File: src/rtl/score_bcd_converter_pkg.sv
// Shared types and limits for the score overlay: score width, saturation value,
// BCD digit types and the converter state encoding.
package score_bcd_converter_pkg;

  localparam int SCORE_WIDTH = 14;
  localparam int SCORE_MAX   = 9999;
  localparam int BCD_DIGITS  = 4;

  typedef logic [3:0] bcd_digit_t;
  typedef bcd_digit_t [BCD_DIGITS-1:0] bcd_score_t;

  typedef enum logic [1:0] {
    IDLE  = 2'd0,
    SHIFT = 2'd1,
    DONE  = 2'd2
  } bcd_state_t;

endpackage

File: src/rtl/bcd_add3.sv
// Double-dabble nibble correction: a digit of 5 or more gets 3 added so the
// following left shift carries cleanly into the next decimal digit.
module bcd_add3
  import score_bcd_converter_pkg::*;
(
  input  bcd_digit_t nibble,
  output bcd_digit_t corrected
);

  // 4-bit add, no carry out; inputs never exceed 9 for a saturated score
  assign corrected = (nibble >= 4'd5) ? bcd_digit_t'(nibble + 4'd3) : nibble;

endmodule

File: src/rtl/score_bcd_converter.sv
// Iterative binary-to-BCD converter for the score overlay (one bit per cycle).
// Optional leading-zero blank mask is compiled in with SCORE_BCD_LEADING_BLANK_EN.
//
// state | meaning
// IDLE  | waiting for start; outputs hold the last result
// SHIFT | one add-3 / shift iteration per cycle, 14 iterations
// DONE  | publish accumulator to digits, pulse done
module score_bcd_converter
  import score_bcd_converter_pkg::*;
#(
  parameter int SCORE_WIDTH = score_bcd_converter_pkg::SCORE_WIDTH,
  parameter int SCORE_MAX   = score_bcd_converter_pkg::SCORE_MAX
) (
  input  logic                   clk,
  input  logic                   rst,
  input  logic                   start,
  input  logic [SCORE_WIDTH-1:0] score,
  output logic                   busy,
  output logic                   done,
  output logic                   valid,
  output bcd_score_t             digits,
  output logic [BCD_DIGITS-1:0]  blank
);

  localparam int CNT_W = $clog2(SCORE_WIDTH);
  localparam logic [CNT_W-1:0]       CNT_LAST = CNT_W'(SCORE_WIDTH - 1);
  localparam logic [SCORE_WIDTH-1:0] MAX_VAL  = SCORE_WIDTH'(SCORE_MAX);

  bcd_state_t                state_q, state_nxt;
  logic [SCORE_WIDTH-1:0]    bin_q;
  bcd_score_t                bcd_q;
  bcd_score_t                bcd_adj;
  logic [4*BCD_DIGITS-1:0]   bcd_flat;
  logic [CNT_W-1:0]          cnt_q;
  logic [SCORE_WIDTH-1:0]    score_sat;
  logic                      load, shift_en, commit;

  assign score_sat = (score > MAX_VAL) ? MAX_VAL : score;

  for (genvar i = 0; i < BCD_DIGITS; i++) begin : g_add3
    bcd_add3 u_add3 (
      .nibble    (bcd_q[i]),
      .corrected (bcd_adj[i])
    );
  end

  assign bcd_flat = bcd_adj;

  always_ff @(posedge clk) begin
    if (rst) state_q <= IDLE;
    else     state_q <= state_nxt;
  end

  always_comb begin
    state_nxt = state_q;
    busy      = 1'b0;
    load      = 1'b0;
    shift_en  = 1'b0;
    commit    = 1'b0;
    case (state_q)
      IDLE: begin
        if (start) begin
          load      = 1'b1;
          state_nxt = SHIFT;
        end
      end
      SHIFT: begin
        busy     = 1'b1;
        shift_en = 1'b1;
        if (cnt_q == CNT_LAST) state_nxt = DONE;
      end
      DONE: begin
        busy      = 1'b1;
        commit    = 1'b1;
        state_nxt = IDLE;
      end
      default: state_nxt = IDLE;
    endcase
  end

  always_ff @(posedge clk) begin
    if (rst) begin
      bin_q <= '0;
      bcd_q <= '0;
      cnt_q <= '0;
    end else if (load) begin
      bin_q <= score_sat;
      bcd_q <= '0;
      cnt_q <= '0;
    end else if (shift_en) begin
      bcd_q <= {bcd_flat[4*BCD_DIGITS-2:0], bin_q[SCORE_WIDTH-1]};
      bin_q <= {bin_q[SCORE_WIDTH-2:0], 1'b0};
      cnt_q <= cnt_q + CNT_W'(1);
    end
  end

  // digits only ever change here, so the renderer never sees a partial result
  always_ff @(posedge clk) begin
    if (rst) begin
      done   <= 1'b0;
      valid  <= 1'b0;
      digits <= '0;
    end else begin
      done <= commit;
      if (commit) begin
        digits <= bcd_q;
        valid  <= 1'b1;
      end
    end
  end

`ifdef SCORE_BCD_LEADING_BLANK_EN
  logic [BCD_DIGITS-1:0] blank_nxt;

  always_comb begin
    blank_nxt    = '0;
    blank_nxt[3] = (bcd_q[3] == 4'd0);
    blank_nxt[2] = blank_nxt[3] && (bcd_q[2] == 4'd0);
    blank_nxt[1] = blank_nxt[2] && (bcd_q[1] == 4'd0);
  end

  always_ff @(posedge clk) begin
    if (rst)         blank <= 4'b1110;
    else if (commit) blank <= blank_nxt;
  end
`else
  assign blank = '0;
`endif

endmodule

File: config.mk
export PLATFORM = sky130hd
export DESIGN_NAME = score_bcd_converter
export DESIGN_NICKNAME = d
export VERILOG_FILES = /design/src/rtl/score_bcd_converter_pkg.sv /design/src/rtl/bcd_add3.sv /design/src/rtl/score_bcd_converter.sv
export SDC_FILE = /design/constraint.sdc
export NUM_CORES = 1
export LEC_CHECK = 0
export CAP_MARGIN = 20
export CORE_MARGIN = 3
export CORE_UTILIZATION = 45
export CTS_CLUSTER_SIZE = 25
export DETAILED_ROUTE_END_ITERATION = 6
export GPL_TIMING_DRIVEN = 0
export PLACE_DENSITY = 0.72
export SLEW_MARGIN = 20
export SYNTH_ARGS = -nofsm -noshare
export SYNTH_HDL_FRONTEND = slang
export SYNTH_SLANG_ARGS = --single-unit
File: constraint.sdc
create_clock -name clk -period 2.1 [get_ports clk]
set_clock_uncertainty 0.2 [all_clocks]
set_input_delay 0.42 -clock clk [delete_from_list [all_inputs] [get_ports clk]]
set_output_delay 0.42 -clock clk [all_outputs]
set_load 0.01 [all_outputs]
Word-level counts from Yosys, hierarchy flattened --
Index checks and enable logic that the tools add are counted.
Cells by class: add/sub/neg operators 5, multipliers 0, divide/modulo/power cells 0, $lt $le $gt $ge 5, eq/ne operators 5, shift-type cells 0, mux-type cells 15, bitwise logic cells 0, reductions and logical operators 5
Operator list (count):
- $mux 14 | 3
- $ge 4x3->1 const B | 4
- $gt 14x14->1 const B | 1
- $add 4x2->4 const B | 3
- $mux 4 | 3
- $mux 1 | 5
- $add 4x1->4 const B | 1
- $eq 4x4->1 const B | 1
- $mux 2 | 2
- $ne 2x2->1 const B | 2
- $pmux 2 s2 | 1
- $reduce_or 2->1 | 2
- $add 3x2->3 const B | 1
- $mux 3 | 1
- $eq 2x1->1 const B | 1
- $eq 2x2->1 const B | 1
- $logic_not 2->1 | 1
- $reduce_and 2->1 | 1
- $reduce_bool 2->1 | 1
Word-level totals: register bits 54, bits in latches 0, RAM bits 0, memory bits (read-only) 0, input port bits 17, output and inout bits 23, logic and storage cells 48, memories 0

Logic depth before layout (Yosys ltp) --
Gate-level depths: netlist of the first run.
word-level depth 4, gate-level depth with buffers 7, gate-level depth less buffers 6

Hierarchy --
A second synthesis of the first run with hierarchy kept.
Second synthesis, totals: cells, all modules 286, area total of the unflattened synthesis 2628.8 um^2
Modules (own cells, without submodules):
- score_bcd_converter | instances 1, cells an instance 222, area an instance 2223.4 um^2, sequential area each 1081.0 um^2
- bcd_add3 | instances 4, cells an instance 16, area an instance 101.3 um^2, sequential area each 0.0 um^2

Least setup slack after synthesis of the first run --
Ideal clock, no wire load.
kind register to register, from register state_q[0], to register bcd_q[2] (netlist name), library setup time 0.062 ns, arrival 1.497 ns, data required time 1.838 ns, path slack 0.341 ns, cell stages (with the launch flop) 8, path buffers 1, period minus slack after synthesis 1.759 ns, cells stage by stage dfxtp_1 > inv_1 > ha_1 > nand2_2 > nand2b_4 > buf_6 > or4b_1 > nand3_1
Between the ends: cells in the longest elaborated chain, start to end 3, elaborated cells between the ends (all ways) 5, those cells by class eq/ne: 1; mux: 2; reduce/logical: 2
RTL lines:
- start: declaration | RTL line score_bcd_converter.sv:29 | bcd_state_t state_q, state_nxt;
- start signal: assignment | RTL line score_bcd_converter.sv:51 | else state_q <= state_nxt;
- $logic_not 2->1 | RTL line score_bcd_converter.sv:60 | case (state_q)
- $mux 1 | RTL line score_bcd_converter.sv:60
- $reduce_or 2->1 (no line)
- end signal: assignment | RTL line score_bcd_converter.sv:91 | bcd_q <= {bcd_flat[4*BCD_DIGITS-2:0], bin_q[SCORE_WIDTH-1]};
- end: declaration | RTL line score_bcd_converter.sv:31 | bcd_score_t bcd_q;
Parallel ways exist; a longest one is shown, timed or not. A chain may end at the register's enable or synchronous reset.

Worst setup path after layout of the first run --
from register state_q[0], to output busy
Between the ends: cells in the longest elaborated chain, start to end 3, elaborated cells between the ends (all ways) 4, those cells by class eq/ne: 2; mux: 1; reduce/logical: 1
RTL lines:
- $eq 2x1->1 / $eq 2x2->1 (equally long branches) | RTL line score_bcd_converter.sv:60
- $reduce_or 2->1 (no line) *
- $mux 1 * | RTL line score_bcd_converter.sv:60
- end: declaration | RTL line score_bcd_converter.sv:18 | output logic busy,
Every way passes the cells marked *; elsewhere a longest branch is shown, timed or not.

==> results.sh, run 1 <==
export IMPL_outcome="completed"
export IMPL_final_util=0.583
export IMPL_avgViaCountPerCell=5.32
export IMPL_mostFrequentLayoutCell="dfxtp_1"
export IMPL_core_um2=5300
export IMPL_worstPathMaxFanout=3
export IMPL_final_cell_mix="dfxtp_1, clkdlybuf4s50_1, mux2i_1, nor2_1, a21oi_1"
export IMPL_setup_violations=0
export IMPL_synth_cells=271
export IMPL_antenna_found_initial=0
export IMPL_rsz0062_at_grt="no"
export IMPL_p_leak_nw=1.11
export IMPL_drive_above_1_share=0.0886
export IMPL_max_freq_mhz=517
export IMPL_hold_class="in -> reg"
export IMPL_synth_area_um2=2560
export IMPL_areaGrowthSynthToFinish_pct=20.9
export IMPL_cts_path_max_buffers=2
export IMPL_irDropWorstVdd_mv=0.359
export IMPL_r2r_start="state_q[0]"
export IMPL_grt_pass1_wl_mm=8.98
export IMPL_slowest_stage="dfxtp_1"
export IMPL_synth_distinct_cells=33
export IMPL_reg2reg_to="bcd_q[6]"
export IMPL_dp_hpwl_mm=3.76
export IMPL_worstMarginPinSlew_ns=0.516
export IMPL_p_total_w=0.00207
export IMPL_ys_warn_count=0
export IMPL_crit_buf_inv=2
export IMPL_finalHoldViolCount=0
export IMPL_die_w_um=81.4
export IMPL_critPathKind="reg -> out"
export IMPL_io_pins=40
export IMPL_hold_slack_ns=0.253
export IMPL_diodes=0
export IMPL_synth_compound_area_share=0.124
export IMPL_firstDrtPassIters=4
export IMPL_max_cap_violations=0
export IMPL_drc=0
export IMPL_cts_sinks=54
export IMPL_slew_viol_final=0
export IMPL_synth_top_family_by_area="simple AND/OR/NAND/NOR gates"
export IMPL_worstHoldEndpoint="bin_q[4]"
export IMPL_grt_use_total=0.174
export IMPL_yosys_area_share_simple=0.189
export IMPL_crit_required_ns=1.48
export IMPL_avgSynthCellArea_um2=9.43
export IMPL_r2r_setup_slack_ns=0.18
export IMPL_crit_family="buffers and inverters"
export IMPL_grt_max_degree=16
export IMPL_fin_crit_sh=0.920
export IMPL_wl_mm=5.15
export IMPL_layout_nets=346
export IMPL_start_kind="flop"
export IMPL_clock_latency_ns=0.31
export IMPL_fin_setup_tns_ns=0
export IMPL_die_h_um=81.4
export IMPL_post_cts_buffers=0
export IMPL_yosysSeqAreaShare=0.423
export IMPL_num_rows=26
export IMPL_cts_tree="yes"
export IMPL_die_area_um2=6620
export IMPL_clkTransAtPathRegs_ns=0.10
export IMPL_synth_xor_area_frac=0.0103
export IMPL_htreeDepth=2
export IMPL_port_buffers=34
export IMPL_first_iter_violations=82
export IMPL_cts_root_buffer="clkbuf_8"
export IMPL_fin_crit_ns=1.93
export IMPL_synth_fa_ha_area_frac=0.0685
export IMPL_min_path_cells=3
export IMPL_initial_core_util=0.482
export IMPL_arrival_ns=1.31
export IMPL_critPathLaunch="state_q[0]"
export IMPL_numCtsBuffers=5
export IMPL_grt_overflow_total=0
export IMPL_postRouteAntennaNets=0
export IMPL_synth_seq_cells=54
export IMPL_p_per_area_nw_per_um2=671
export IMPL_gp_congestion=0.779
export IMPL_vias=2055
export IMPL_synthMuxAreaShare=0.122
export IMPL_ff2ff_path_depth=7
export IMPL_slew_headroom=0.656
export IMPL_hold_path_startpoint="rst"
export IMPL_grt_pass1_vias=1929
export IMPL_slowest_delay_ns=0.36
export IMPL_end_kind="output pin"
export IMPL_critical_path_cell_chain="inv_1, ha_1, dlygate4sd2_1"
export IMPL_wl_per_cell_um=13.3
[sequential cells by signal, summed over array words and instances (netlist names)]
register,count
state_q,2
done,1
bin_q,14
bcd_q,16
digits,16
cnt_q,4
valid,1
[layer usage]
layer / vias up / routed length, um / track usage
met1: 949 / 2490 / 0.222
met2: 56 / 2320 / 0.288
met4: 0 / 45 / 0.0574
li1: 1046 / - / -
met5: - / 0 / 0
met3: 4 / 295 / 0.0410
[worst max-delay path by stage]
stage	endpoint	slack [ns]	cells after the start
final	busy	0.17	3
after global routing	bin_q[4]	0.07	6
after CTS	bcd_q[8]	0.07	6
after detailed placement	bcd_q[8]	-0.18	5
after global placement	bcd_q[4]	-0.15	5
after floorplan	bcd_q[2]	0.34	7
[layout make-up]
| cell class | count | area, um2 |
|---|---|---|
| buffer | 20 | 118 |
| clock inverter | 1 | 5.00 |
| multi-input combinational | 189 | 1330 |
| tap | 70 | 87.6 |
| inverter | 11 | 41.3 |
| timing repair buffer | 34 | 339 |
| sequential | 54 | 1080 |
| clock buffer | 7 | 86.3 |
| fill | 483 | 2210 |
[worst min-delay path: cells and delay by family]
family,cells,cell delay (ns)
buffers and inverters,1,0.10
AOI/OAI and AO/OA,1,0.12
and+or+nand+nor,1,0.09
[stage by stage]
stage | std cells | worst slack [ns] | area (um2)
4_1_cts | 386 | 0.0703 | 3090
3_5_place_dp | 378 | -0.182 | 3000
5_1_grt | 386 | 0.0667 | 3090
6_report | 386 | 0.167 | 3090
2_1_floorplan | 274 | 0.341 | 2570
3_3_place_gp | 378 | -0.149 | 3000
[where the power goes]
group          switching (W)  internal [W]  leakage [nW]
Combinational       0.000207      0.000166         0.619
Sequential         0.0000342       0.00107         0.438
Clock               0.000330      0.000267        0.0482
Total               0.000572       0.00150          1.11
[timing repair]
item / in CTS / in global routing
hold buffers: 0 / 0
gates resized for setup: 1 / 3
endpoints found under the setup margin: 1 / 12
[kinds of logic (layout without fill, tap and decap cells)]
family,after synthesis,after routing
xor+xnor,3,3
buf+inv,31,73
other cells,1,4
mux,31,31
flops,54,54
compound gates,52,52
fa+ha+maj,14,14
simple gates,85,85
[cell usage after synthesis, drive strengths merged]
master,count,share of area
a211oi,5,0.015
a21oi,22,0.043
and4,1,0.0034
buf,15,0.038
clkbuf,5,0.0073
conb,1,0.0015
dfxtp,54,0.42
ha,14,0.069
inv,11,0.016
mux2,2,0.0088
mux2i,29,0.11
nand2,8,0.013
nand2b,7,0.020
nand3,10,0.020
nand3b,4,0.012
nand4,9,0.022
nand4b,2,0.0069
nor2,29,0.043
nor2b,2,0.0049
nor3,1,0.0020
nor3b,4,0.012
o21a,4,0.012
o21ai,12,0.023
o2bb2ai,4,0.014
o311ai,4,0.014
o41ai,1,0.0034
or4b,8,0.031
xnor2,1,0.0034
xor2,2,0.0069
Power figures use the tool's default switching activity.
==> run 2, diff against run 1 <==
CORE_UTILIZATION = 48   (was 45)
PLACE_DENSITY = 0.78   (was 0.72)
clock period = 1.75 ns   (was 2.1 ns; I/O delays follow)
==> run 2 against run 1 <==
  * Setup slack lost 0.16 ns
  * Sequential power grew 20%
  * Final cell count grew 3.6%
  * First-iteration DRC count grew 56%
  * Sequential share of layout area shrank 2.2 points
  * Final area grew 8.9%
  * Utilization grew 9.8 points
==> results.sh, run 2 (synthesis gave the netlist of run 1 again) <==
export IMPL_cts_path_max_buffers=2
export IMPL_clock_latency_ns=0.30
export IMPL_hold_slack_ns=0.178
export IMPL_slowest_delay_ns=0.50
export IMPL_cts_tree="yes"
export IMPL_first_iter_violations=128
export IMPL_layout_nets=363
export IMPL_postRouteAntennaNets=0
export IMPL_drive_above_1_share=0.225
export IMPL_grt_pass1_vias=2055
export IMPL_min_path_cells=3
export IMPL_fin_crit_sh=0.997
export IMPL_reg2reg_to="bcd_q[2]"
export IMPL_wl_per_cell_um=15.3
export IMPL_initial_core_util=0.517
export IMPL_cts_sinks=54
export IMPL_antenna_found_initial=0
export IMPL_num_rows=25
export IMPL_final_cell_mix="dfxtp_1, mux2i_1, nor2_1, buf_4, a21oi_1"
export IMPL_grt_max_degree=16
export IMPL_pre_cts_ws_ns=-0.447
export IMPL_p_leak_nw=1.47
export IMPL_p_total_w=0.00261
export IMPL_diodes=0
export IMPL_irDropWorstVdd_mv=0.430
export IMPL_reg_top3="bcd_q x16, digits x16, bin_q x14"
export IMPL_grt_use_total=0.188
export IMPL_drc=0
export IMPL_slowest_stage="or4b_1"
export IMPL_max_cap_violations=0
export IMPL_fin_setup_tns_ns=0
export IMPL_port_buffers=34
export IMPL_vias=2199
export IMPL_dp_hpwl_mm=3.88
export IMPL_hold_path_startpoint="rst"
export IMPL_worst_slack_ns=0.00553
export IMPL_start_kind="flop"
export IMPL_hold_class="in -> reg"
export IMPL_ff2ff_path_depth=7
export IMPL_slew_headroom=0.640
export IMPL_critical_path_cell_chain="inv_2, ha_4, nand2_4, nand2b_4, buf_8, or4b_1, nand3_1"
export IMPL_die_w_um=79.0
export IMPL_setup_violations=0
export IMPL_die_area_um2=6240
export IMPL_firstDrtPassIters=4
export IMPL_final_util=0.681
export IMPL_worstPathMaxFanout=8
export IMPL_gp_congestion=0.781
export IMPL_htreeDepth=2
export IMPL_end_kind="flop"
export IMPL_grt_pass1_wl_mm=9.29
export IMPL_critPathKind="reg -> reg"
export IMPL_max_freq_mhz=573
export IMPL_arrival_ns=1.80
export IMPL_numCtsBuffers=5
export IMPL_outcome="completed"
export IMPL_slew_viol_final=0
export IMPL_grt_overflow_total=0
export IMPL_worstHoldEndpoint="bin_q[4]"
export IMPL_wl_mm=6.10
export IMPL_mostFrequentLayoutCell="dfxtp_1"
export IMPL_rsz0062_at_grt="yes"
export IMPL_worstMarginPinSlew_ns=0.540
export IMPL_cts_root_buffer="clkbuf_8"
export IMPL_clkTransAtPathRegs_ns=0.10
export IMPL_areaGrowthSynthToFinish_pct=31.7
export IMPL_die_h_um=79.0
export IMPL_finalHoldViolCount=0
export IMPL_r2r_start="state_q[0]"
export IMPL_io_pins=40
export IMPL_core_um2=4940
export IMPL_p_per_area_nw_per_um2=774
export IMPL_crit_required_ns=1.80
export IMPL_avgViaCountPerCell=5.50
export IMPL_fin_crit_ns=1.74
export IMPL_r2r_setup_slack_ns=0.006
==> run 2: cell count changes in the layout (fill, tap and decap cells not counted), moves of 6 or more <==
cell and change:
buf_2 -6, clkdlybuf4s50_1 -17, buf_4 +21, dlymetal6s2s_1 +12, dfxtp_2 +6, dfxtp_1 -10, ha_1 -6
==> run 2: how the worst max path moves through the flow <==
stage                     end       start  cells past startpoint  slack, ns
finish               bcd_q[2]  state_q[0]                      7      0.006
global route        bcd_q[13]   bcd_q[12]                      6      -0.05
CTS                  bcd_q[2]  state_q[0]                      7     0.0006
detailed placement   bcd_q[4]       start                      5      -0.45
global placement     bcd_q[4]       start                      5      -0.42
floorplan            bcd_q[2]  state_q[0]                      7       0.04
==> run 2: metal layers <==
layer | global-route usage | wire length (um)
met1 | 0.230 | 2640
met2 | 0.323 | 3070
met4 | 0.0670 | 80
met5 | 0 | 0
met3 | 0.0431 | 304
==> run 2: area by class of cell <==
| class | count | area (um2) |
|---|---|---|
| Buffer | 20 | 141 |
| Tap cell | 67 | 83.8 |
| Timing Repair Buffer | 51 | 487 |
| Clock buffer | 7 | 86.3 |
| Sequential cell | 54 | 1100 |
| Clock inverter | 1 | 5.00 |
| Multi-Input combinational cell | 189 | 1420 |
| Inverter | 11 | 43.8 |
| Fill cell | 423 | 1580 |
==> run 2: metrics by stage <==
step	cells	cell area, um2
floorplan	274	2570
global placement	375	2990
detailed placement	375	2990
CTS	389	3190
global route	400	3370
finish	400	3370
==> run 2: worst max-delay path: cells and delay by family (launching register included) <==
kind | cells | cell delay, ns
fa+ha+maj | 1 | 0.18
buf+inv | 2 | 0.20
flops | 1 | 0.36
simple gates | 4 | 0.75
==> run 2: power by group <==
group	switching, W	leakage, nW	internal [W]	total (W)
sequential	0.0000397	0.444	0.00128	0.00132
clock	0.000401	0.0482	0.000320	0.000721
combinational	0.000292	0.973	0.000269	0.000561
total	0.000733	1.47	0.00187	0.00261
==> run 2: repair_timing <==
item / in CTS / in global routing
buffers inserted: 6 / 11
hold endpoints to repair: 0 / 0
hold buffers: 0 / 0
gates resized for setup: 38 / 33
pin swaps: 0 / 3
setup endpoints to repair: 39 / 47
